## config.mk

```make
export PLATFORM = sky130hd
export DESIGN_NAME = conv_sequencer
export DESIGN_NICKNAME = d
export VERILOG_FILES = /design/src/rtl/conv_pkg.sv /design/src/rtl/conv_mac.sv /design/src/rtl/conv_sequencer.sv
export SDC_FILE = /design/constraint.sdc
export NUM_CORES = 2
export LEC_CHECK = 0
export ABC_AREA = 0
export BUFFER_PORTS_ARGS = -buffer_cell sky130_fd_sc_hd__buf_2
export CAP_MARGIN = 10
export CELL_PAD_IN_SITES_DETAIL_PLACEMENT = 1
export CELL_PAD_IN_SITES_GLOBAL_PLACEMENT = 1
export CORE_UTILIZATION = 49
export DETAILED_ROUTE_END_ITERATION = 7
export MAX_ROUTING_LAYER = met4
export PLACE_DENSITY_LB_ADDON = 0.1
export SETUP_SLACK_MARGIN = 0.3
export SLEW_MARGIN = 20
export SYNTH_ARGS = -nofsm -noshare
export SYNTH_HDL_FRONTEND = slang
export SYNTH_SLANG_ARGS = --single-unit
```

## constraint.sdc

```tcl
create_clock -name clk -period 8.37 [get_ports clk]
set_clock_uncertainty 0.15 [all_clocks]
set_input_delay 1.674 -clock clk [delete_from_list [all_inputs] [get_ports clk]]
set_output_delay 1.674 -clock clk [all_outputs]
set_load 0.05 [all_outputs]
```

## src/rtl/conv_pkg.sv

```systemverilog
// Shared types and width helpers for the convolution sequencer.
// Holds the FSM state encoding and the parameter-derived address/kernel widths.
// Imported by conv_sequencer and conv_mac.
package conv_pkg;

  typedef enum logic [2:0] {
    S_IDLE     = 3'd0,
    S_MAC      = 3'd1,
    S_DRAIN    = 3'd2,
    S_OUT      = 3'd3,
    S_DONE     = 3'd4,
    S_WAIT_CLR = 3'd5
  } conv_state_t;

  function automatic int k_bits(input int maxk);
    return $clog2(maxk + 1);
  endfunction

  function automatic int x_addr_bits(input int r, input int c);
    return $clog2(r * c);
  endfunction

  function automatic int w_addr_bits(input int maxk);
    return $clog2(maxk * maxk);
  endfunction

endpackage

```

## src/rtl/conv_mac.sv

```systemverilog
// Signed multiply-accumulate: acc <= (first ? sext(bias) : acc) + sext(a*b) when en.
// Latency: 1 cycle from operands to updated accumulator.
// No backpressure: the caller gates en; accumulator holds while en is low.
module conv_mac
  import conv_pkg::*;
#(
  parameter int INW  = 24,
  parameter int OUTW = 48
) (
  input  logic                   clk,
  input  logic                   reset_n,
  input  logic                   en_i,
  input  logic                   first_i,
  input  logic signed [INW-1:0]  bias_i,
  input  logic signed [INW-1:0]  a_i,
  input  logic signed [INW-1:0]  b_i,
  output logic signed [OUTW-1:0] acc_o
);

  logic signed [2*INW-1:0] prod;
  logic signed [OUTW-1:0]  base;
  logic signed [OUTW-1:0]  acc_q;
  logic signed [OUTW-1:0]  acc_d;

  // Full-precision product, then restart from the bias or keep summing; wraps modulo 2^OUTW.
  always_comb begin
    prod  = (2*INW)'(a_i) * (2*INW)'(b_i);
    base  = first_i ? OUTW'(bias_i) : acc_q;
    acc_d = base + OUTW'(prod);
  end

  // Accumulator register, only advances on a valid data beat.
  always_ff @(posedge clk or negedge reset_n) begin
    if (!reset_n) acc_q <= '0;
    else if (en_i) acc_q <= acc_d;
  end

  assign acc_o = acc_q;

endmodule

```

## src/rtl/conv_sequencer.sv

```systemverilog
// Walks X/W read ports to compute each valid-position convolution result and streams it over AXIS.
// Latency: K*K+2 cycles per result with TREADY high; compute_finished one cycle after the last beat.
// Backpressure: S_OUT holds TDATA/TLAST stable until TREADY; no compute runs ahead of the output.
module conv_sequencer
  import conv_pkg::*;
#(
  parameter int INW         = 24,
  parameter int OUTW        = 48,
  parameter int R           = 9,
  parameter int C           = 8,
  parameter int MAXK        = 4,
  parameter int K_BITS      = k_bits(MAXK),
  parameter int X_ADDR_BITS = x_addr_bits(R, C),
  parameter int W_ADDR_BITS = w_addr_bits(MAXK)
) (
  input  logic                   clk,
  input  logic                   reset_n,
  input  logic                   inputs_loaded,
  input  logic [K_BITS-1:0]      K,
  input  logic [INW-1:0]         B,
  output logic [X_ADDR_BITS-1:0] X_read_addr,
  input  logic [INW-1:0]         X_data,
  output logic [W_ADDR_BITS-1:0] W_read_addr,
  input  logic [INW-1:0]         W_data,
  output logic                   compute_finished,
  output logic [OUTW-1:0]        AXIS_TDATA,
  output logic                   AXIS_TVALID,
  output logic                   AXIS_TLAST,
  input  logic                   AXIS_TREADY
);

  localparam int IW = $clog2(R + 1);
  localparam int JW = $clog2(C + 1);

  conv_state_t state_q, state_d;
  logic [K_BITS-1:0] k_r_q;
  logic [INW-1:0]    b_r_q;
  logic [IW-1:0]     i_q;
  logic [JW-1:0]     j_q;
  logic [K_BITS-1:0] kc_q;
  logic [K_BITS-1:0] lc_q;
  logic              d_vld_q;
  logic              d_first_q;

  logic                   k_ok;
  logic                   l_wrap;
  logic                   mac_last;
  logic                   j_wrap;
  logic                   out_last;
  logic                   hs;
  logic signed [OUTW-1:0] acc;

  assign k_ok     = (K != '0) && (int'(K) <= MAXK);
  assign l_wrap   = (lc_q == k_r_q - K_BITS'(1));
  assign mac_last = l_wrap && (kc_q == k_r_q - K_BITS'(1));
  assign j_wrap   = (int'(j_q) == C - int'(k_r_q));
  assign out_last = j_wrap && (int'(i_q) == R - int'(k_r_q));
  assign hs       = (state_q == S_OUT) && AXIS_TREADY;

  // State register.
  always_ff @(posedge clk or negedge reset_n) begin
    if (!reset_n) state_q <= S_IDLE;
    else          state_q <= state_d;
  end

  // Next-state logic; an out-of-range kernel skips straight to the finish pulse.
  always_comb begin
    state_d = state_q;
    unique case (state_q)
      S_IDLE:     if (inputs_loaded) state_d = k_ok ? S_MAC : S_DONE;
      S_MAC:      if (mac_last) state_d = S_DRAIN;
      S_DRAIN:    state_d = S_OUT;
      S_OUT:      if (hs) state_d = out_last ? S_DONE : S_MAC;
      S_DONE:     state_d = S_WAIT_CLR;
      S_WAIT_CLR: if (!inputs_loaded) state_d = S_IDLE;
      default:    state_d = S_IDLE;
    endcase
  end

  // Operand capture, window counters and the one-cycle-delayed data-valid pipeline.
  always_ff @(posedge clk or negedge reset_n) begin
    if (!reset_n) begin
      k_r_q     <= '0;
      b_r_q     <= '0;
      i_q       <= '0;
      j_q       <= '0;
      kc_q      <= '0;
      lc_q      <= '0;
      d_vld_q   <= 1'b0;
      d_first_q <= 1'b0;
    end else begin
      d_vld_q   <= (state_q == S_MAC);
      d_first_q <= (state_q == S_MAC) && (kc_q == '0) && (lc_q == '0);
      unique case (state_q)
        S_IDLE: if (inputs_loaded) begin
          k_r_q <= K;
          b_r_q <= B;
          i_q   <= '0;
          j_q   <= '0;
          kc_q  <= '0;
          lc_q  <= '0;
        end
        S_MAC: begin
          if (l_wrap) begin
            lc_q <= '0;
            kc_q <= kc_q + K_BITS'(1);
          end else begin
            lc_q <= lc_q + K_BITS'(1);
          end
        end
        S_OUT: if (hs && !out_last) begin
          kc_q <= '0;
          lc_q <= '0;
          if (j_wrap) begin
            j_q <= '0;
            i_q <= i_q + IW'(1);
          end else begin
            j_q <= j_q + JW'(1);
          end
        end
        default: ;
      endcase
    end
  end

  conv_mac #(.INW(INW), .OUTW(OUTW)) u_mac (
    .clk     (clk),
    .reset_n (reset_n),
    .en_i    (d_vld_q),
    .first_i (d_first_q),
    .bias_i  (b_r_q),
    .a_i     (X_data),
    .b_i     (W_data),
    .acc_o   (acc)
  );

  // Outputs decoded from state: addresses only while issuing, AXIS only in S_OUT.
  always_comb begin
    X_read_addr      = '0;
    W_read_addr      = '0;
    AXIS_TVALID      = 1'b0;
    AXIS_TDATA       = '0;
    AXIS_TLAST       = 1'b0;
    compute_finished = 1'b0;
    unique case (state_q)
      S_MAC: begin
        X_read_addr = X_ADDR_BITS'((int'(i_q) + int'(kc_q)) * C + int'(j_q) + int'(lc_q));
        W_read_addr = W_ADDR_BITS'(int'(kc_q) * int'(k_r_q) + int'(lc_q));
      end
      S_OUT: begin
        AXIS_TVALID = 1'b1;
        AXIS_TDATA  = acc;
        AXIS_TLAST  = out_last;
      end
      S_DONE:  compute_finished = 1'b1;
      default: ;
    endcase
  end

endmodule

```

* Word level (Yosys, flattened, before mapping)
Index checks and enable logic that the tools add are counted. W data, S select, Z words.
Word-level totals: bits in latches 0, bits in writable memories 0, memories 0, register bits 94, bits in read-only memories 0, logic and storage cells 88, output and inout port bits 62
Cells by class: reduce and logical (&&, ||, !) cells 20, bitwise logic cells 0, add/subtract/negate cells 12, multiplexer cells 27, div/mod/pow operators 0, shift operators 0, $lt $le $gt $ge 1, $mul 2, eq/ne operators 16
Operators by type and width (number):
- $mux W48 | 2
- $add A48 B48 Y48 | 1
- $mul A24 B24 Y48 | 1
- $mux W3 | 10
- $mux W4 | 6
- $pmux W3 S3 | 2
- $pmux W3 S6 | 1
- $pmux W4 S2 | 2
- $ne A2 B2 Y1 const B | 6
- $reduce_and A4 Y1 | 3
- $eq A5 B5 Y1 | 2
- $sub A4 B3 Y5 const A | 2
- $logic_not A3 Y1 | 3
- $add A4 B1 Y4 const B | 2
- $add A4 B3 Y4 | 2
- $add A7 B3 Y7 | 1
- $add A7 B4 Y7 | 1
- $logic_and A1 B1 Y1 | 7
- $mux W7 | 1
- $add A3 B1 Y3 const B | 2
- $eq A3 B2 Y1 const B | 2
- $eq A3 B3 Y1 | 2
- $eq A3 B3 Y1 const B | 2
- $reduce_and A3 Y1 | 2
- other kinds (10) | 13

* Depth between registers and ports, before layout
word-level depth 7, depth in mapped cells 26

* By module
A second synthesis with hierarchy kept.
Unflattened totals: cells, all modules 2999, area total of the unflattened synthesis 28168.3 um^2
By module, submodules not included:
- conv_mac | area an instance 24930.2 um^2, cells each 2664, times used 1, sequential area each 1201.2 um^2
- conv_sequencer | area an instance 3238.1 um^2, cells each 335, times used 1, sequential area each 1151.1 um^2

* Least setup slack after synthesis
No wires, ideal clock.
path kind in2reg, start point input X_data[23], end point register u_mac.acc_q[45], in the netlist u_mac.acc_o[45], data arrival time 7.954 ns, buffers on the path 2, library setup time 0.069 ns, slack 0.197 ns, required time 8.151 ns, stages 22, path through clkbuf_1 nand2_1 inv_1 fa_1 fa_1 fa_1 fa_1 fa_1 fa_1 inv_1 fa_1 inv_1 ha_1 clkbuf_1 a21o_1 a21o_1 a21oi_2 nor2_1 a211oi_1 o21ai_0 or4_1 nand3_1
Between the ends: word-level cells in the longest chain between the ends 2
Ends and longest elaborated chain:
- from (decl) | RTL line conv_sequencer.sv:22 | input logic [INW-1:0] X_data,
- $mul A24 B24 Y48 | RTL line conv_mac.sv:27 | prod = (2*INW)'(a_i) * (2*INW)'(b_i);
- $add A48 B48 Y48 | RTL line conv_mac.sv:29 | acc_d = base + OUTW'(prod);
- to (signal assigned) | RTL line conv_mac.sv:34 | if (!reset_n) acc_q <= '0;
- to (signal assigned) | RTL line conv_mac.sv:35 | else if (en_i) acc_q <= acc_d;
- to (decl) | RTL line conv_mac.sv:22 | logic signed [OUTW-1:0] acc_q;
No other way between the ends. A chain may end at the register's enable or synchronous reset.

* Final worst setup path
start point input X_data[20], end point register u_mac.acc_q[44], in the netlist u_mac.acc_o[44]
Same word-level chain as after synthesis.

==> impl_results.md <==
* Worst Hold Slack at 359 ps
* DP Wirelength at around 73000 um
* Core ar. at 56800 um2
* MaxCap Viol Count at 0
* R2r setup slk at between 1500 and 2000 ps
* Post-Route WL at 83500 um
* FILL cells at 6658
* P&R area growth vs syn at 13.5%
* Final hold vios at 0
* Final GP Congestion at 0.909
* Die H at 243 um
* Number of synthesized flops with an enable pin at 0
* Hold Path Depth at 1
* Post-route cell area at 32300 um2
* Site row count at 87
* Async SR Flop Fraction at 100%
* Worst Setup Path Type: primary input to flip-flop
* R2r startpoint: d_first_q$_DFF_PN0_
* Unrepaired setup endpoints after global routing: true
* Max Clk Rate at about 130 MHz
* Commonest non-fill, non-tap cell in the layout: inv_1
* Reg clk slew, reported paths at 70 ps
* Most frequent cells in the layout: inv_1 (746), fa_1 (642), nand2_1 (408)
* Seq/Total Area, Yosys at 8.27%
* CTS max path bufs at 2
* GRT Overall Usage at 30.1%
* I/O pins at 141
* Antenna violations before repair at 0
* CP arrival at 8080 ps
* Via count at between 20000 and 25000
* CP max FO at 18
* CTS Buf Count at 9
* FF-to-FF End: u_mac.acc_o[44]$_DFFE_PN0P_
* Iteration-0 DRC Markers at 768
* H-tree Lvls at 3
* Diode count at 0
* Top FF cell, synth: dfrtp_1
* Cell variety after synth at 72
* Sink Count at 94
* Pins Over Slew Limit at 0
* Cts hold-fix bufs at 0
* Mapped Cells at approximately 3100
* Share of layout cells above drive strength 1 at 16.9%
* Layout Cells excl Fill at 4078
* Via density at about 5.3
* Part of the cycle the worst path needs at 94.9%
* Max-slew headroom at the worst pin at between 30% and 40%
* Worst setup SP type: primary input
* Ys Warns at 0
* Status: completed
* Die area at 59000 um2
* CTS tree: yes
* Die width at between 200 and 250 um
* TritonRoute pass-1 iters at 5
* R2r worst-path depth at 20
* Root buffer cell: clkbuf_16
* Total grt overflow at 0
* Post-DP Area at 31200 um2
* Crit end category: flip-flop
* Remaining DRCs at 0
* Shortest period the worst path allows at 7940 ps
* Final count of negative-setup-slack endpoints at 0
* Fin Setup TNS at 0 ps
* Wire per inst at 20.5 um
* Worst-Margin Slew at around 930 ps
* Launch point of the worst hold path: b_r_q[5]$_DFFE_PN0P_
* Req. time, crit path at 8510 ps
* Syn_nets at 3992
* Layout Nets at 4232
* Routed Antenna Nets at 0
* Worst skew pair latency at 370 ps
* Vias in the first global route at around 25000
* Syn_area_per_cell at slightly above 9 um2
* Post-Syn Area at 28400 um2
* # port buffers at 140
* Hold crit path type: flip-flop to flip-flop
* Synthesized flop and latch total at 94
* Starting Density at 50.0%
* Pin count of the biggest net entering global routing at just over 70
* Hold Path Sink: b_r_q[5]$_DFFE_PN0P_
* Global-route wire length before repair at between 100000 and 150000 um
* Placed Cells at 4048
## worst max-delay path by stage
stage,start,endpoint,slack [ps],cells past startpoint
3_3_place_gp,W_data[0],u_mac.acc_o[42]$_DFFE_PN0P_,-330,27
4_1_cts,W_data[0],u_mac.acc_o[42]$_DFFE_PN0P_,290,27
6_report,X_data[20],u_mac.acc_o[44]$_DFFE_PN0P_,430,24
5_1_grt,X_data[20],u_mac.acc_o[44]$_DFFE_PN0P_,170,24
2_1_floorplan,X_data[22],u_mac.acc_o[41]$_DFFE_PN0P_,350,24
3_5_place_dp,W_data[0],u_mac.acc_o[42]$_DFFE_PN0P_,-500,26
## timing repair
action                                  CTS  global route
gates cloned                              0             1
endpoints found under the setup margin   13            22
setup buffers                             1            12
gates resized for setup                  27           138
hold endpoints to repair                  0             0
pin swaps                                 3            52
## through the flow
step | util, % | worst slack (ps)
after global placement | 54.9 | -329
final | 56.8 | 429
after global routing | 56.8 | 167
after detailed placement | 54.9 | -497
after floorplan | - | 346
after CTS | 55.6 | 293
## worst max-delay path: stages
cell and delay [ps]:
buf_2 190, buf_8 200, and2_1 180, fa_1 510
fa_1 540, inv_1 50, fa_1 460, fa_1 520
inv_1 60, fa_1 490, fa_1 500, inv_1 50
fa_1 470, inv_1 50, ha_1 280, buf_4 170
a21oi_1 130, nor2b_1 90, a311oi_2 260, nand2_1 140
a31oi_4 260, nor3_1 100, or4b_1 500, a41oi_2 190
## synth_stat cells (3+ instances only)
cell | count | area [um2]
xnor2_1 | 62 | 543
inv_1 | 753 | 2830
a211oi_2 | 3 | 37.5
nor4_1 | 3 | 18.8
o211ai_1 | 9 | 67.6
a21oi_2 | 6 | 52.6
o31ai_1 | 6 | 45.0
fa_1 | 656 | 13100
xor2_1 | 17 | 149
mux2i_1 | 9 | 90.1
o22ai_1 | 4 | 25.0
clkbuf_8 | 5 | 68.8
nand3b_1 | 5 | 37.5
and2_1 | 237 | 1480
o21bai_1 | 9 | 67.6
a31oi_1 | 4 | 25.0
buf_6 | 9 | 101
nand2_1 | 411 | 1540
nand4_1 | 14 | 87.6
a21oi_1 | 67 | 335
clkbuf_1 | 123 | 462
or4_1 | 3 | 22.5
nor3_1 | 16 | 80.1
o21ai_1 | 12 | 60.1
ha_1 | 180 | 2250
nand3_1 | 24 | 120
a21o_1 | 22 | 165
a211oi_1 | 8 | 60.1
a41oi_1 | 3 | 26.3
mux2_2 | 67 | 754
nor2b_1 | 18 | 113
dfrtp_1 | 94 | 2350
nor2_1 | 85 | 319
o21ai_0 | 75 | 375
nand2b_1 | 9 | 56.3
## cells by family (layout without fill, tap and decap cells)
family / after synthesis / count (layout) / synth area share [%]
buf+inv: 897 / 1142 / 12.3
simple gates: 841 / 841 / 14.1
fa+ha+maj: 836 / 836 / 54.1
compound gates: 253 / 253 / 5.72
flops: 94 / 94 / 8.27
xor+xnor: 80 / 80 / 2.51
mux: 76 / 76 / 2.97
## area by class of cell
cell class / instances / area (um2) / area share (%)
inverters: 755 / 2830 / 8.79
repair buffers: 371 / 2800 / 8.69
multi-input cells: 2086 / 23000 / 71.4
clock inverters: 6 / 71.3 / 0.221
flip-flops and latches: 94 / 2350 / 7.30
well taps: 756 / 946 / 2.93
clock buffers: 10 / 229 / 0.710
## metal layers
layer	global-route usage (%)	vias to the layer above	wire length, um
met5	-	-	0
met4	6.49	0	2020
met3	2.07	125	1890
met2	54.6	350	45400
met1	36.8	11500	34200
li1	-	9547	-
## flip-flops by register name, indices dropped and copies added (netlist names)
register and count:
kc_q 3, d_vld_q 1, i_q 4, d_first_q 1
k_r_q 3, j_q 4, lc_q 3, b_r_q 24
u_mac.acc_o 48, state_q 3
Power is not shown: default switching activity piles up to over one toggle a cycle in this logic, so the estimate is an artifact.
